**src/rtl/srio_link_monitor_if.sv**
```systemverilog
// Signal bundle between the link monitor and its surroundings: PHY status,
// reset-controller handshake, software controls and status/event outputs.
interface srio_link_monitor_if;
    logic port_initialized;
    logic controlled_force_reinit;
    logic monitor_en;
    logic user_reinit_req;
    logic force_reinit;
    logic link_up;
    logic timeout_evt;
    logic link_down_evt;
    logic ack_timeout_evt;

    // The monitor side: consumes status/controls, drives request and events.
    modport master (
        input  port_initialized,
        input  controlled_force_reinit,
        input  monitor_en,
        input  user_reinit_req,
        output force_reinit,
        output link_up,
        output timeout_evt,
        output link_down_evt,
        output ack_timeout_evt
    );

    // The environment side: drives status/controls, observes the monitor.
    modport slave (
        output port_initialized,
        output controlled_force_reinit,
        output monitor_en,
        output user_reinit_req,
        input  force_reinit,
        input  link_up,
        input  timeout_evt,
        input  link_down_evt,
        input  ack_timeout_evt
    );
endinterface

```
**src/rtl/srio_link_monitor.sv**
```systemverilog
// SRIO link supervisor: requests a reinit from the reset controller when
// training times out or software asks, holds the request until acknowledged,
// and backs off if the resulting PHY reset never comes back to reset us.
module srio_link_monitor #(
    parameter logic [23:0] TIMEOUT_CYCLES = 24'd1_000_000,
    parameter logic [15:0] ACK_TIMEOUT    = 16'd4096,
    parameter logic [15:0] HOLDOFF_CYCLES = 16'd1024
) (
    input  logic                   cfg_clk,
    input  logic                   reset_condition,
    srio_link_monitor_if.master    link
);

    typedef enum logic [2:0] {
        WAIT_INIT = 3'd0,
        LINK_UP   = 3'd1,
        REQUEST   = 3'd2,
        ACKED     = 3'd3,
        HOLDOFF   = 3'd4
    } state_t;

    // Terminal timer values: a transition fires on the edge after timer hits these.
    localparam logic [23:0] TIMEOUT_LAST = TIMEOUT_CYCLES - 24'd1;
    localparam logic [23:0] ACK_LAST     = {8'd0, ACK_TIMEOUT} - 24'd1;
    localparam logic [23:0] HOLDOFF_LAST = {8'd0, HOLDOFF_CYCLES} - 24'd1;

    // Bit 0: port_initialized, bit 1: controlled_force_reinit.
    logic [1:0] async_in;
    logic [1:0] sync_out;
    logic       pi_s;
    logic       ack_s;

    assign async_in = {link.controlled_force_reinit, link.port_initialized};
    assign pi_s     = sync_out[0];
    assign ack_s    = sync_out[1];

    genvar gi;
    generate
        for (gi = 0; gi < 2; gi++) begin : g_sync
            logic meta_reg;
            logic out_reg;

            // Two-flop synchronizer for an asynchronous status input.
            always_ff @(posedge cfg_clk or posedge reset_condition) begin
                if (reset_condition) begin
                    meta_reg <= 1'b0;
                    out_reg  <= 1'b0;
                end else begin
                    meta_reg <= async_in[gi];
                    out_reg  <= meta_reg;
                end
            end

            assign sync_out[gi] = out_reg;
        end
    endgenerate

    state_t      state_reg, state_next;
    logic [23:0] timer_reg, timer_next;
    logic        force_reinit_reg, force_reinit_next;
    logic        link_up_reg, link_up_next;
    logic        timeout_evt_reg, timeout_evt_next;
    logic        link_down_evt_reg, link_down_evt_next;
    logic        ack_timeout_evt_reg, ack_timeout_evt_next;

    // State, timer and registered outputs; outputs follow state_next so they
    // change on the same edge as the state itself.
    always_ff @(posedge cfg_clk or posedge reset_condition) begin
        if (reset_condition) begin
            state_reg           <= WAIT_INIT;
            timer_reg           <= 24'd0;
            force_reinit_reg    <= 1'b0;
            link_up_reg         <= 1'b0;
            timeout_evt_reg     <= 1'b0;
            link_down_evt_reg   <= 1'b0;
            ack_timeout_evt_reg <= 1'b0;
        end else begin
            state_reg           <= state_next;
            timer_reg           <= timer_next;
            force_reinit_reg    <= force_reinit_next;
            link_up_reg         <= link_up_next;
            timeout_evt_reg     <= timeout_evt_next;
            link_down_evt_reg   <= link_down_evt_next;
            ack_timeout_evt_reg <= ack_timeout_evt_next;
        end
    end

    // Next-state, timer and output decode.
    always_comb begin
        state_next           = state_reg;
        timeout_evt_next     = 1'b0;
        link_down_evt_next   = 1'b0;
        ack_timeout_evt_next = 1'b0;

        case (state_reg)
            WAIT_INIT: begin
                if (pi_s) begin
                    state_next = LINK_UP;
                end else begin
                    // A coincident software request still reports the timeout.
                    if (link.monitor_en && (timer_reg == TIMEOUT_LAST)) begin
                        state_next       = REQUEST;
                        timeout_evt_next = 1'b1;
                    end
                    if (link.user_reinit_req) begin
                        state_next = REQUEST;
                    end
                end
            end
            LINK_UP: begin
                // Link loss takes priority; a coincident request is dropped.
                if (!pi_s) begin
                    state_next         = WAIT_INIT;
                    link_down_evt_next = 1'b1;
                end else if (link.user_reinit_req) begin
                    state_next = REQUEST;
                end
            end
            REQUEST: begin
                if (ack_s) begin
                    state_next = ACKED;
                end else if (timer_reg == ACK_LAST) begin
                    state_next           = HOLDOFF;
                    ack_timeout_evt_next = 1'b1;
                end
            end
            ACKED: begin
                // Normally left via reset_condition; this catches a PHY reset
                // that never fires because the port stayed initialized.
                if (timer_reg == ACK_LAST) begin
                    state_next           = HOLDOFF;
                    ack_timeout_evt_next = 1'b1;
                end
            end
            HOLDOFF: begin
                if (timer_reg == HOLDOFF_LAST) begin
                    state_next = WAIT_INIT;
                end
            end
            default: begin
                state_next = WAIT_INIT;
            end
        endcase

        if (state_next != state_reg) begin
            timer_next = 24'd0;
        end else if (((state_reg == WAIT_INIT) && !link.monitor_en) ||
                     (state_reg == LINK_UP)) begin
            timer_next = 24'd0;
        end else begin
            timer_next = timer_reg + 24'd1;
        end

        force_reinit_next = (state_next == REQUEST) || (state_next == ACKED);
        link_up_next      = (state_next == LINK_UP);
    end

    assign link.force_reinit    = force_reinit_reg;
    assign link.link_up         = link_up_reg;
    assign link.timeout_evt     = timeout_evt_reg;
    assign link.link_down_evt   = link_down_evt_reg;
    assign link.ack_timeout_evt = ack_timeout_evt_reg;

endmodule

```
**src/flat_wrapper.sv**
```systemverilog
// flat-port wrapper written by rule: the top's interface ports become plain ports
module srio_link_monitor_flat 
#(
    parameter logic [23:0] TIMEOUT_CYCLES = 24'd1_000_000,
    parameter logic [15:0] ACK_TIMEOUT    = 16'd4096,
    parameter logic [15:0] HOLDOFF_CYCLES = 16'd1024
)
  (cfg_clk, reset_condition, link_port_initialized, link_controlled_force_reinit, link_monitor_en, link_user_reinit_req, link_force_reinit, link_link_up, link_timeout_evt, link_link_down_evt, link_ack_timeout_evt);
  srio_link_monitor_if link_i ();
  input  logic cfg_clk;
  input  logic reset_condition;
  input wire logic [$bits(link_i.port_initialized)-1:0] link_port_initialized;
  input wire logic [$bits(link_i.controlled_force_reinit)-1:0] link_controlled_force_reinit;
  input wire logic [$bits(link_i.monitor_en)-1:0] link_monitor_en;
  input wire logic [$bits(link_i.user_reinit_req)-1:0] link_user_reinit_req;
  output wire logic [$bits(link_i.force_reinit)-1:0] link_force_reinit;
  output wire logic [$bits(link_i.link_up)-1:0] link_link_up;
  output wire logic [$bits(link_i.timeout_evt)-1:0] link_timeout_evt;
  output wire logic [$bits(link_i.link_down_evt)-1:0] link_link_down_evt;
  output wire logic [$bits(link_i.ack_timeout_evt)-1:0] link_ack_timeout_evt;
  assign link_i.port_initialized = link_port_initialized;
  assign link_i.controlled_force_reinit = link_controlled_force_reinit;
  assign link_i.monitor_en = link_monitor_en;
  assign link_i.user_reinit_req = link_user_reinit_req;
  assign link_force_reinit = link_i.force_reinit;
  assign link_link_up = link_i.link_up;
  assign link_timeout_evt = link_i.timeout_evt;
  assign link_link_down_evt = link_i.link_down_evt;
  assign link_ack_timeout_evt = link_i.ack_timeout_evt;
  srio_link_monitor #(.TIMEOUT_CYCLES(TIMEOUT_CYCLES), .ACK_TIMEOUT(ACK_TIMEOUT), .HOLDOFF_CYCLES(HOLDOFF_CYCLES)) u_core (.cfg_clk(cfg_clk), .reset_condition(reset_condition), .link(link_i));
endmodule
```
**config.mk**
```make
export PLATFORM = sky130hd
export DESIGN_NAME = srio_link_monitor_flat
export DESIGN_NICKNAME = d
export VERILOG_FILES = /design/src/rtl/srio_link_monitor_if.sv /design/src/rtl/srio_link_monitor.sv /design/src/flat_wrapper.sv
export SDC_FILE = /design/constraint.sdc
export NUM_CORES = 1
export LEC_CHECK = 0
export CAP_MARGIN = 20
export CORE_ASPECT_RATIO = 1.4
export CORE_UTILIZATION = 57
export CTS_CLUSTER_DIAMETER = 150
export CTS_CLUSTER_SIZE = 28
export DETAILED_ROUTE_END_ITERATION = 12
export GPL_TIMING_DRIVEN = 0
export HOLD_SLACK_MARGIN = 0.08
export PLACE_DENSITY = 0.75
export SLEW_MARGIN = 0
export SYNTH_ARGS = -nofsm -noshare
export SYNTH_HDL_FRONTEND = slang
export SYNTH_SLANG_ARGS = --single-unit
```
**constraint.sdc**
```tcl
create_clock -name cfg_clk -period 2.2 [get_ports cfg_clk]
set_input_delay 0.66 -clock cfg_clk [delete_from_list [all_inputs] [get_ports cfg_clk]]
set_output_delay 0.66 -clock cfg_clk [all_outputs]
set_load 0.03 [all_outputs]
```
Yosys cells after proc, flatten, opt, wreduce, memory -nomap -nowiden
Cells that the tools add are included.

word-level totals
  bits in latches = 0
  word-level logic and storage cells = 48
  memory bits (writable) = 0
  output and inout port bits = 5
  memories kept = 0
  memory bits (read-only) = 0
  register bits after elaboration = 36

cells by class
  bitwise gates (word level) = 0
  muxes and demuxes = 19
  shift operators = 0
  multiply operators = 0
  div/mod/pow operators = 0
  add/subtract/negate cells = 1
  reductions and logical operators = 6
  equality and inequality tests = 11
  $lt $le $gt $ge = 0

operator list
  kind                                                                     count
  24-bit two-way mux                                                       2
  24-bit by 1-bit adder with 24-bit output, second input constant          1
  24-bit by 10-bit equality test with 1-bit output, second input constant  1
  24-bit by 12-bit equality test with 1-bit output, second input constant  1
  24-bit by 20-bit equality test with 1-bit output, second input constant  1
  3-bit two-way mux                                                        8
  3-bit one-hot mux with 5 select lines                                    1
  3-bit by 2-bit equality test with 1-bit output, second input constant    4
  1-bit two-way mux                                                        7
  3-bit by 1-bit equality test with 1-bit output, second input constant    2
  3-bit equality test, second input constant                               1
  3-bit logical NOT                                                        1
  3-bit != test                                                            1
  1-bit logical AND                                                        2
  1-bit logical OR                                                         2
  1-bit one-hot mux with 2 select lines                                    1
  1-bit logical NOT                                                        1

Depth between registers and ports, before layout
  word-level depth = 8
  depth in mapped cells = 9
  gate-level depth less buffers = 6

Worst setup path after synthesis
OpenSTA, ideal clock, no wires.

  path kind = register to register
  start = register u_core.timer_reg[0]
  end = register u_core.timer_reg[10]
  period minus slack after synthesis = 1.788 ns
  stages on the path, launching flop included = 10
  path slack = 0.412 ns
  arrival time = 1.716 ns
  buffers on the path = 3
  cell sequence = dfrtp_1 > ha_1 > and3_1 > buf_6 > and3_1 > clkbuf_1 > a21o_1 > o211a_4 > buf_8 > nor2_1

between the ends
  longest elaborated chain between the ends = 8

RTL lines
  item                                              line                      text
  from (decl)                                       srio_link_monitor.sv:59   logic [23:0] timer_reg, timer_next;
  from (signal assigned)                            srio_link_monitor.sv:79   timer_reg <= timer_next;
  24-bit by 20-bit equality test with 1-bit output  srio_link_monitor.sv:101  if (link.monitor_en && (timer_reg == TIMEOUT_LAST)) begin
  1-bit logical AND                                 srio_link_monitor.sv:101
  3-bit two-way mux                                 srio_link_monitor.sv:101
  3-bit two-way mux                                 srio_link_monitor.sv:105  if (link.user_reinit_req) begin
  3-bit two-way mux                                 srio_link_monitor.sv:97   if (pi_s) begin
  3-bit one-hot mux with 5 select lines             srio_link_monitor.sv:95   case (state_reg)
  3-bit != test                                     srio_link_monitor.sv:145  if (state_next != state_reg) begin
  24-bit two-way mux (*)                            srio_link_monitor.sv:145
  via u_core.timer_next[10]                         srio_link_monitor.sv:59

Mark *: on every way through the listed nets, which the timed path passes. The rest lies on a longest branch.

Worst setup path in the final report
  start = register u_core.timer_reg[0]
  end = register u_core.timer_reg[16]

Same word-level chain as after synthesis.

==> impl_results.rst <==
.. list-table::
   :header-rows: 1

   * - Metric
     - Value
   * - Area of the core region
     - 2880 um^2
   * - Later-pin clock latency in the skew report
     - 0.29 ns
   * - Area Growth Syn to Fin
     - 15.3%
   * - Overall fraction of global-route tracks in use
     - 0.232
   * - Aggregate negative setup slack
     - 0 ns
   * - Async SR Flop Fraction
     - 1.00
   * - Nature of the critical path endpoint
     - register
   * - Series of cell instances along the critical path
     - ha_1 > and3_1 > buf_6 > and3_1 > clkbuf_1 > a21o_1 > o211a_4 > buf_8 > nor2_1
   * - FMAX
     - slightly below 0.5 GHz
   * - Nets@finish
     - 186
   * - Unique masters post-synth
     - 38
   * - Wire length of the first global-routing pass
     - 5450 um
   * - Data required time of the worst path
     - 2.38 ns
   * - WL/cell
     - 14.7 um
   * - Maximum number of pins on one net before global-route repair
     - 22
   * - Final hold viol count
     - 0
   * - Vertical extent of the die
     - 67.0 um
   * - Final weighted congestion in routability-driven placement
     - 0.800
   * - Number of buffers on the longest clock path
     - 2
   * - Number of flip-flops under the largest register name
     - 24
   * - Clock H-tree levels
     - 2
   * - Number of register bits inferred by synthesis
     - 36
   * - Rel. slew slack
     - 0.551
   * - Maximum Capacitance Violations
     - 0
   * - Worst Setup Slack, final
     - between 0.15 and 0.2 ns
   * - Type of the worst setup path
     - reg -> reg
   * - Total I/O pin count
     - 11
   * - Initial antenna violation count
     - 0
   * - Multi-input combinational cell area
     - approximately 750 um^2
   * - Detailed-route wire length
     - 3200 um
   * - Number of global-route vias before repair
     - ~1,300
   * - Post-synth EDFFs
     - 0
   * - Worst voltage drop across the vdd grid
     - between 0.6 and 0.7 mV
   * - Grt ovf
     - 0
   * - Fraction of layout cells with a size suffix above 1
     - 0.106
   * - Setup slack after placement
     - -0.0279 ns
   * - Yosys synthesis warning count
     - 0
   * - Area of all sequential standard cells
     - approximately 900 um^2
   * - Share of total power in the clock network
     - 0.318
   * - Result of the run
     - completed
   * - Post-Synthesis Mean Instance Area
     - 10.7 um^2
   * - Most used DFF post-synth
     - dfrtp_1
   * - Critical path startpoint category
     - register
   * - PD cells
     - 760 nW/um^2
   * - Cell area after synthesis
     - 1720 um^2
   * - Standard cell with the maximum stage delay on the critical path
     - dfrtp_1
   * - Initial standard-cell utilization of the core
     - 0.598
   * - CTS tree
     - yes
   * - Clk slew on worst S/H paths
     - 0.07 ns
   * - Slew at the pin closest to its max-slew limit
     - between 0.6 and 0.7 ns
   * - Via Count
     - 1,247
   * - Cts-stage hold buffer count
     - 0
   * - Unrepaired setup endpoints after global routing
     - no
   * - Root Buffer
     - clkbuf_8
   * - Number of buffer and inverter instances along the worst setup path
     - 3
   * - CTS buffer count
     - 5
   * - Worst Hold Class
     - reg -> reg
   * - Ratio of final minimum period to clock period
     - 0.918
   * - Internal power of the cells
     - 0.00110 W
   * - Worst-case hold slack
     - 0.357 ns
   * - Count of input and output buffers
     - 10
   * - Final critical delay including setup and external delays
     - just over 2 ns
   * - Detailed Route Iter0 Violations
     - 17
   * - Horizontal extent of the die
     - 48.4 um
   * - Placement Rows
     - 23
   * - Ant. Diodes
     - 0
   * - Static Leak
     - 0.879 nW
   * - Detail Placement HPWL
     - 2330 um
   * - Switching fraction of total power
     - 0.270
   * - Post-CTS setup buffers
     - 0
   * - TritonCTS sink count
     - 36
   * - Cells after synthesis
     - ~160
   * - Antenna-violating nets left
     - 0
   * - Family with the most delay on the worst path
     - buffers and inverters
   * - Post-detailed-route via-to-cell ratio
     - 5.75
   * - Arrival time worst endpoint
     - 2.20 ns
   * - Post-cts gate resize count
     - 0
   * - Setup Viol. Count Final
     - 0
   * - Floorplan die area
     - 3250 um^2
   * - Maximum cell stage delay along the critical path
     - 0.39 ns
   * - Maximum fanout encountered on the critical timing path
     - 10
   * - Switching power summed over all nets
     - 0.000408 W
   * - Fill cell count
     - 237
   * - Sequential fraction of design power
     - 0.517
   * - Synthesized netlist net count
     - 168
   * - Detailed Routing Iterations Pass 1
     - 4
   * - Count of unresolved DRC violations after routing
     - 0
   * - Seq/Total Area, Yosys
     - 0.524
   * - Power share of the combinational group
     - 0.165
   * - Most used cell, CP
     - and3_1
   * - Setup skew after layout
     - a little under 0.007 ns
   * - Final Max Tran Viols
     - 0
==> layout by cell type, fill, tap and decap left out, types with 2 or more instances in the layout <==
cell type,instances
nand4_1,6
and2_1,2
xor2_1,12
a31oi_1,2
nor2_1,29
clkdlybuf4s50_1,10
buf_8,2
clkbuf_8,6
nand2_1,9
o21bai_1,2
and4_1,6
clkbuf_1,4
dfrtp_1,36
nor2b_1,3
inv_1,3
and3_1,6
nand3_1,5
a21oi_1,2
nor3_1,4
o21ai_0,2
a21o_1,2
xnor2_1,8
==> path summary, 6_finish.rpt <==
check | slack [ns] | endpoint | cells after the start | from
setup / recovery | 0.18 | u_core.timer_reg[16] | 9 | u_core.timer_reg[0]
hold / removal | 0.36 | u_core.g_sync[0].out_reg | 0 | u_core.g_sync[0].meta_reg
setup reg to reg | 0.18 | u_core.timer_reg[16] | 9 | u_core.timer_reg[0]
hold reg to reg | 0.36 | u_core.g_sync[0].out_reg | 0 | u_core.g_sync[0].meta_reg
max in group asynchronous | 0.86 | u_core.timer_reg[13] | 3 | reset_condition
min in group asynchronous | 0.82 | u_core.timer_reg[8] | 2 | reset_condition
==> synth_stat cells (3+ instances only) <==
master    n  share of area
nand2_1   9          0.020
xor2_1   12          0.061
xnor2_1   8          0.041
inv_1     3         0.0065
nand3_1   5          0.015
nor2b_1   3          0.011
and4_1    6          0.031
and3_1    6          0.022
nor2_1   29          0.063
nand4_1   6          0.022
nor3_1    4          0.012
dfrtp_1  36           0.52
==> power groups by stage <==
stage               Sequential, W  Combinational (W)  Clock (W)
finish                   0.000779           0.000249   0.000479
global route             0.000785           0.000272   0.000515
detailed placement       0.000792           0.000249          0
CTS                      0.000779           0.000253   0.000488
floorplan                0.000788           0.000180          0
global placement         0.000788           0.000237          0
==> stage by stage <==
| stage | total power [W] | util | cells | instance area, um^2 |
|---|---|---|---|---|
| 2_1_floorplan | 0.000968 | - | 161 | 1720 |
| 3_3_place_gp | 0.00103 | 0.649 | 208 | 1870 |
| 3_5_place_dp | 0.00104 | 0.658 | 209 | 1890 |
| 4_1_cts | 0.00152 | 0.690 | 217 | 1980 |
| 5_1_grt | 0.00157 | 0.690 | 217 | 1980 |
| 6_report | 0.00151 | 0.690 | 217 | 1980 |
==> worst register-to-register path, delay by kind of cell, from the launching register on <==
kind            cells  cell delay [ns]
compound gates      2             0.41
flops               1             0.39
fa+ha+maj           1             0.22
buf+inv             3             0.52
simple gates        3             0.38
==> kinds of logic after synthesis <==
logic type / share of synthesized area
simple gates: 0.268
xor+xnor: 0.102
compound gates: 0.0611
flops: 0.524
fa+ha+maj: 0.00727
buf+inv: 0.0378
==> area by class of cell <==
| class | instances | area share |
|---|---|---|
| plain buffers | 6 | 0.0271 |
| clock buffers | 8 | 0.0454 |
| inverters | 3 | 0.00567 |
| multi-input cells | 116 | 0.380 |
| flip-flops and latches | 36 | 0.454 |
| well taps | 37 | 0.0233 |
| repair buffers | 11 | 0.0643 |
==> routing by layer <==
metal  vias up  share of wire  GRT usage
met5         -              0          0
met4         0          0.049      0.206
met3        19          0.028     0.0571
met2        28           0.52      0.403
met1       602           0.40      0.230
li1        598              -          -
Power figures use the tool's default switching activity.
